$ cat src/rtl/sram_pkg.sv
// Shared types and helpers for the pipelined behavioural SRAM.
package sram_pkg;

  typedef enum logic {INIT, READY} sram_state_t;

  // Widest word the poison helper can produce.
  localparam int unsigned SRAM_POISON_MAX = 1024;

  // Default-width response layout; the top declares the same fields at its own WORD_BITS.
  typedef struct packed {
    logic        valid;
    logic        err;
    logic [31:0] data;
  } sram_rsp_t;

  // 32'hBAD0BAD0 repeated from bit 0 upward, bits at or above width cleared.
  function automatic logic [SRAM_POISON_MAX-1:0] poison(input int unsigned width);
    logic [31:0]                pat;
    logic [SRAM_POISON_MAX-1:0] r;
    pat = 32'hBAD0BAD0;
    r   = '0;
    for (int unsigned i = 0; i < SRAM_POISON_MAX; i++) begin
      if (i < width) r[i[9:0]] = pat[i[4:0]];
    end
    return r;
  endfunction

endpackage

$ cat src/rtl/sram_delay_line.sv
// Fixed-depth shift register for response records with a synchronous active-low flush.
module sram_delay_line #(
  parameter int unsigned DEPTH_STAGES = 1,
  parameter type         T            = logic
) (
  input  logic CLK,
  input  logic nFLUSH,
  input  T     d,
  output T     q
);

  T stage [DEPTH_STAGES];

  always_ff @(posedge CLK) begin
    if (!nFLUSH) begin
      for (int unsigned i = 0; i < DEPTH_STAGES; i++) stage[i] <= '0;
    end else begin
      stage[0] <= d;
      for (int unsigned i = 1; i < DEPTH_STAGES; i++) stage[i] <= stage[i-1];
    end
  end

  assign q = stage[DEPTH_STAGES-1];

endmodule

$ cat src/rtl/sram_pipelined.sv
// Single-port behavioural SRAM with valid/ready requests, byte-masked writes,
// range checking, a post-reset zero sweep and a configurable read latency.
module sram_pipelined
  import sram_pkg::*;
#(
  parameter int unsigned WORD_BITS    = 32,
  parameter int unsigned DEPTH        = 128,
  parameter int unsigned LATENCY      = 1,
  parameter int unsigned BYTE_MASK_EN = 1,
  parameter int unsigned WRITE_ACK    = 0,
  localparam int unsigned AW          = (DEPTH == 1) ? 1 : $clog2(DEPTH),
  localparam int unsigned NB          = WORD_BITS / 8
) (
  input  logic                 CLK,
  input  logic                 nRST,
  input  logic                 req_valid,
  output logic                 req_ready,
  input  logic                 req_wen,
  input  logic [AW-1:0]        req_addr,
  input  logic [WORD_BITS-1:0] req_wdata,
  input  logic [NB-1:0]        req_wstrb,
  output logic                 rsp_valid,
  output logic [WORD_BITS-1:0] rsp_rdata,
  output logic                 rsp_err
);

  if (LATENCY < 1 || LATENCY > 4) begin : g_bad_latency
    $error("sram_pipelined: LATENCY must be 1..4");
  end
  if (WORD_BITS % 8 != 0 || WORD_BITS == 0 || WORD_BITS > SRAM_POISON_MAX) begin : g_bad_width
    $error("sram_pipelined: WORD_BITS must be a non-zero multiple of 8");
  end

  localparam logic [SRAM_POISON_MAX-1:0] POISON_FULL = poison(WORD_BITS);
  localparam logic [WORD_BITS-1:0]       POISON      = POISON_FULL[WORD_BITS-1:0];
  localparam logic [AW-1:0]              LAST        = AW'(DEPTH - 1);

  typedef struct packed {
    logic                 valid;
    logic                 err;
    logic [WORD_BITS-1:0] data;
  } rsp_t;

  logic [WORD_BITS-1:0] mem [DEPTH];

  sram_state_t          state_q, state_d;
  logic [AW-1:0]        cnt_q, cnt_d;
  logic                 accept;
  logic                 in_range;
  logic                 do_write;
  logic [AW-1:0]        idx;
  logic [NB-1:0]        strb;
  logic [WORD_BITS-1:0] cur;
  logic [WORD_BITS-1:0] merged;
  rsp_t                 rsp_in, rsp_out;

  always_comb begin
    state_d   = state_q;
    cnt_d     = cnt_q;
    req_ready = 1'b0;
    case (state_q)
      INIT: begin
        if (cnt_q == LAST) state_d = READY;
        else               cnt_d   = cnt_q + AW'(1);
      end
      READY: req_ready = 1'b1;
      default: state_d = INIT;
    endcase
  end

  always_ff @(posedge CLK) begin
    if (!nRST) begin
      state_q <= INIT;
      cnt_q   <= '0;
    end else begin
      state_q <= state_d;
      cnt_q   <= cnt_d;
    end
  end

  // Reset wins over a request presented at the same edge.
  assign accept   = nRST & req_valid & req_ready;
  assign in_range = 32'(req_addr) < DEPTH;
  assign idx      = in_range ? req_addr : '0;
  assign cur      = mem[idx];
  assign strb     = (BYTE_MASK_EN != 0) ? req_wstrb : '1;
  assign do_write = accept & req_wen & in_range;

  always_comb begin
    merged = cur;
    for (int unsigned b = 0; b < NB; b++) begin
      if (strb[b]) merged[b*8 +: 8] = req_wdata[b*8 +: 8];
    end
  end

  always_ff @(posedge CLK) begin
    if (state_q == INIT) mem[cnt_q] <= '0;
    else if (do_write)   mem[idx]   <= merged;
  end

  always_comb begin
    rsp_in       = '0;
    rsp_in.valid = accept & (~req_wen | (WRITE_ACK != 0));
    rsp_in.err   = ~in_range;
    rsp_in.data  = (~in_range | req_wen) ? POISON : cur;
  end

  sram_delay_line #(
    .DEPTH_STAGES(LATENCY),
    .T           (rsp_t)
  ) u_delay (
    .CLK   (CLK),
    .nFLUSH(nRST),
    .d     (rsp_in),
    .q     (rsp_out)
  );

  assign rsp_valid = rsp_out.valid;
  assign rsp_err   = rsp_out.valid & rsp_out.err;
  assign rsp_rdata = rsp_out.valid ? rsp_out.data : POISON;

endmodule

$ cat config.mk
export PLATFORM = sky130hd
export DESIGN_NAME = sram_pipelined
export DESIGN_NICKNAME = d
export VERILOG_FILES = /design/src/rtl/sram_pkg.sv /design/src/rtl/sram_delay_line.sv /design/src/rtl/sram_pipelined.sv
export SDC_FILE = /design/constraint.sdc
export NUM_CORES = 2
export LEC_CHECK = 0
export ABC_AREA = 1
export CAP_MARGIN = 20
export CORE_ASPECT_RATIO = 1.1
export CORE_MARGIN = 4
export CORE_UTILIZATION = 55
export DETAILED_ROUTE_END_ITERATION = 8
export GPL_ROUTABILITY_DRIVEN = 1
export PLACE_DENSITY_LB_ADDON = 0.1
export SYNTH_ARGS = -nofsm -noshare
export SYNTH_HDL_FRONTEND = slang
export SYNTH_MEMORY_MAX_BITS = 65536
export SYNTH_SLANG_ARGS = --single-unit
export TNS_END_PERCENT = 30
$ cat constraint.sdc
create_clock -name CLK -period 5.2 [get_ports CLK]
set_clock_uncertainty 0.15 [all_clocks]
set_input_delay 0.52 -clock CLK [delete_from_list [all_inputs] [get_ports CLK]]
set_output_delay 0.52 -clock CLK [all_outputs]
set_load 0.01 [all_outputs]
==> reports/summary.txt <==
DRT Pass-1 Iters - 8
Crit. End Element - flop
Arrival time at the worst endpoint - 4.88 ns
Synthesized net count - 13,800
Peak supply drop - 281 uV
Clk slew on worst S/H paths - 0.06 ns
Final core occ - 63.3%
R2R Path End - mem[31][15]$_DFFE_PP_
Antenna-violating nets left - 0
Resized cells post-CTS - 0
R2R cell count - 9
Setup TNS - 0 ns
WL/cell - 28.3 um
Die area - 0.310 mm2
DR vias/cell - 6.23
Place WS - 0.408 ns
First-pass GRT wire length - 738,000 um
Clock sink total - 4,137
Die width - 531 um
Synth Register Bits - 4,137
Final setup viols - 0
Final cell count without fillers - 18,100
Core ar. - 0.298 mm2
Pins Over Slew Limit - 0
Vias in the first global route - 108,000
Synth-to-Final Area Change - 14.1%
Fin. Hold Viols - 0
Final period utilization - 80.0%
Initial antenna violation count - 19
Post-Syn Instances - 13,700
# IOs - 82
Clk Latency, worst-skew pair - 0.94 ns
Final nets - 13,900
Post-Syn Area - 0.165 mm2
Reg2Reg Setup Slack - 1.45 ns
Clk Tree Root Cell - clkbuf_16
H-tree depth - 5
PortBufs - 80
Row Count - 210
CP startpoint kind - input port
Min cycle time layout - 4.16 ns
Total track usage - 32.7%
Worst path required time - 5.92 ns
Reg-to-Reg Start - state_q$_SDFF_PN0_
WHS Path Cells - 4
Placed cells - 17,300
Hold Startpoint - req_addr[6]
Initial core utilization - 55.4%
Worst-margin pin slew - 1.12 ns
Leakage - 70.5 nW
# hold bufs at CTS - 0
Final Power - 68.6 mW
Power Dens Cells - 363 mW/mm2
Iter 0 DRT Violations - 16,000
DP Wirelength - 273,000 um
Synth warn - 0
Largest net degree at the start of global routing - 161
MaxCap Viol Count - 0
Hold endpoint - u_delay.stage[0][10]$_SDFF_PP0_
Most frequent cells in the layout - 4,203 x nand2_1, 4,096 x edfxtp_1, 4,084 x nand3_1, 420 x clkbuf_16, 279 x buf_12
Die Ht - 583 um
Crit Path Max Fanout - 86
Slew HR - 25.0%
Register area share after synthesis - 74.8%
Netlist cell types - 25
Setup Fix Bufs, Post-CTS - 0
Max Freq - 241 MHz
Total gr overflow - 0
Fraction of layout cells with a size suffix above 1 - 9.07%
Clock buffer count from CTS - 411
Post-route DRC - 0
Outcome - complete, no violations
Most common cell after layout, fill and taps aside - nand2_1
Vias - 113,000
Final worst slack - 1.04 ns
RSZ-0062 raised after global routing - false
Routed Wire Length - 511,000 um
Setup CP Type - input port to flop
Bufs on Longest Clock Path - 4
Hold Crit Class - input port to flop
Avg Cell Area, Syn - 12.1 um2
Gpl congestion - 0.907
CTS tree - yes
[how the worst max path moves through the flow]
stage                      startpoint                              end  slack (ns)  cells after the start
after floorplan           req_addr[2]             mem[0][17]$_DFFE_PP_        1.31                     12
after global placement    req_addr[0]            mem[59][21]$_DFFE_PP_        0.43                     17
after global routing      req_addr[0]  u_delay.stage[0][24]$_SDFF_PP0_        1.06                     14
after CTS                 req_addr[0]            mem[57][21]$_DFFE_PP_        1.32                     17
final                     req_addr[0]  u_delay.stage[0][24]$_SDFF_PP0_        1.04                     14
after detailed placement  req_addr[0]              mem[3][7]$_DFFE_PP_        0.41                     17
[flip-flops by register name, summed over array words and instances (netlist names)]
signal         count
cnt_q              7
state_q            1
u_delay.stage     33
mem             4096
[cells in the mapped netlist]
library cell	number	area share (%)
inv_2	9	0.020
o21ai_2	5	0.026
nor3_1	9	0.027
nor2_2	1	0.0038
nor3_4	1	0.0098
nand3_1	4084	12
nor4_1	2	0.0076
nor2_1	205	0.47
conb_1	1	0.0023
or2_2	1	0.0038
ha_1	1	0.0076
o21ai_1	2	0.0060
buf_1	172	0.39
nor3b_1	2	0.0091
buf_2	322	0.97
clkinv_1	1	0.0023
o31ai_1	1	0.0045
o21ai_0	5	0.015
dfxtp_1	41	0.50
clkbuf_1	426	0.97
inv_1	107	0.24
nand2_1	4211	9.6
a21oi_1	20	0.060
buf_4	6	0.027
edfxtp_1	4096	74
[per-layer routing]
layer	vias up	wire length [um]	track usage, %
met1	55600	193000	45.2
li1	49200	-	-
met2	6726	232000	49.8
met3	1191	58500	6.92
met5	-	46	0
met4	6	28200	15.7
[cell families (layout without fill, tap and decap cells)]
| logic type | count (synthesis) | count (layout) | synth area share (%) |
|---|---|---|---|
| and+or+nand+nor | 8516 | 8516 | 22.4 |
| adders and majority gates | 1 | 1 | 0.00756 |
| DFF | 4137 | 4137 | 74.8 |
| AOI/OAI and AO/OA | 33 | 33 | 0.113 |
| other | 1 | 4 | 0.00227 |
| buffers and inverters | 1043 | 1476 | 2.62 |
[layout make-up]
cell class              instances  area [um2]
multi-input cells            8551       38300
diodes                          3        7.51
fillers                     22300      110000
clock buffers                 517       10900
well taps                    3922        4910
flip-flops and latches       4137      124000
clock inverters               225        1980
repair buffers                617        8350
inverters                     117         557
[through the flow]
stage	cell area [um2]	hold slack, ns
detailed placement	176000	0.332
finish	189000	0.284
CTS	189000	0.213
floorplan	165000	0.300
global placement	176000	0.328
global route	189000	0.240
[critical path: stages]
cell and delay, ns:
buf_16 0.21, inv_8 0.45, buf_12 0.31, buf_4 0.21, buf_4 0.18, nand2_1 0.06, nand3_1 0.07, nand3_1 0.08
nand3_1 0.10, nand3_1 0.17, nand3_1 0.34, nand3_1 0.69, a21oi_1 1.07, buf_4 0.30
[power breakdown]
group          switching [mW]  leakage, nW  internal, mW  total (mW)
Clock                    12.4         6.32          16.5        28.9
Combinational            2.53         17.8         0.921        3.45
Sequential             0.0265         46.4          36.2        36.2
Total                    15.0         70.5          53.6        68.6
Note: power is estimated with default switching activity, not from simulation.
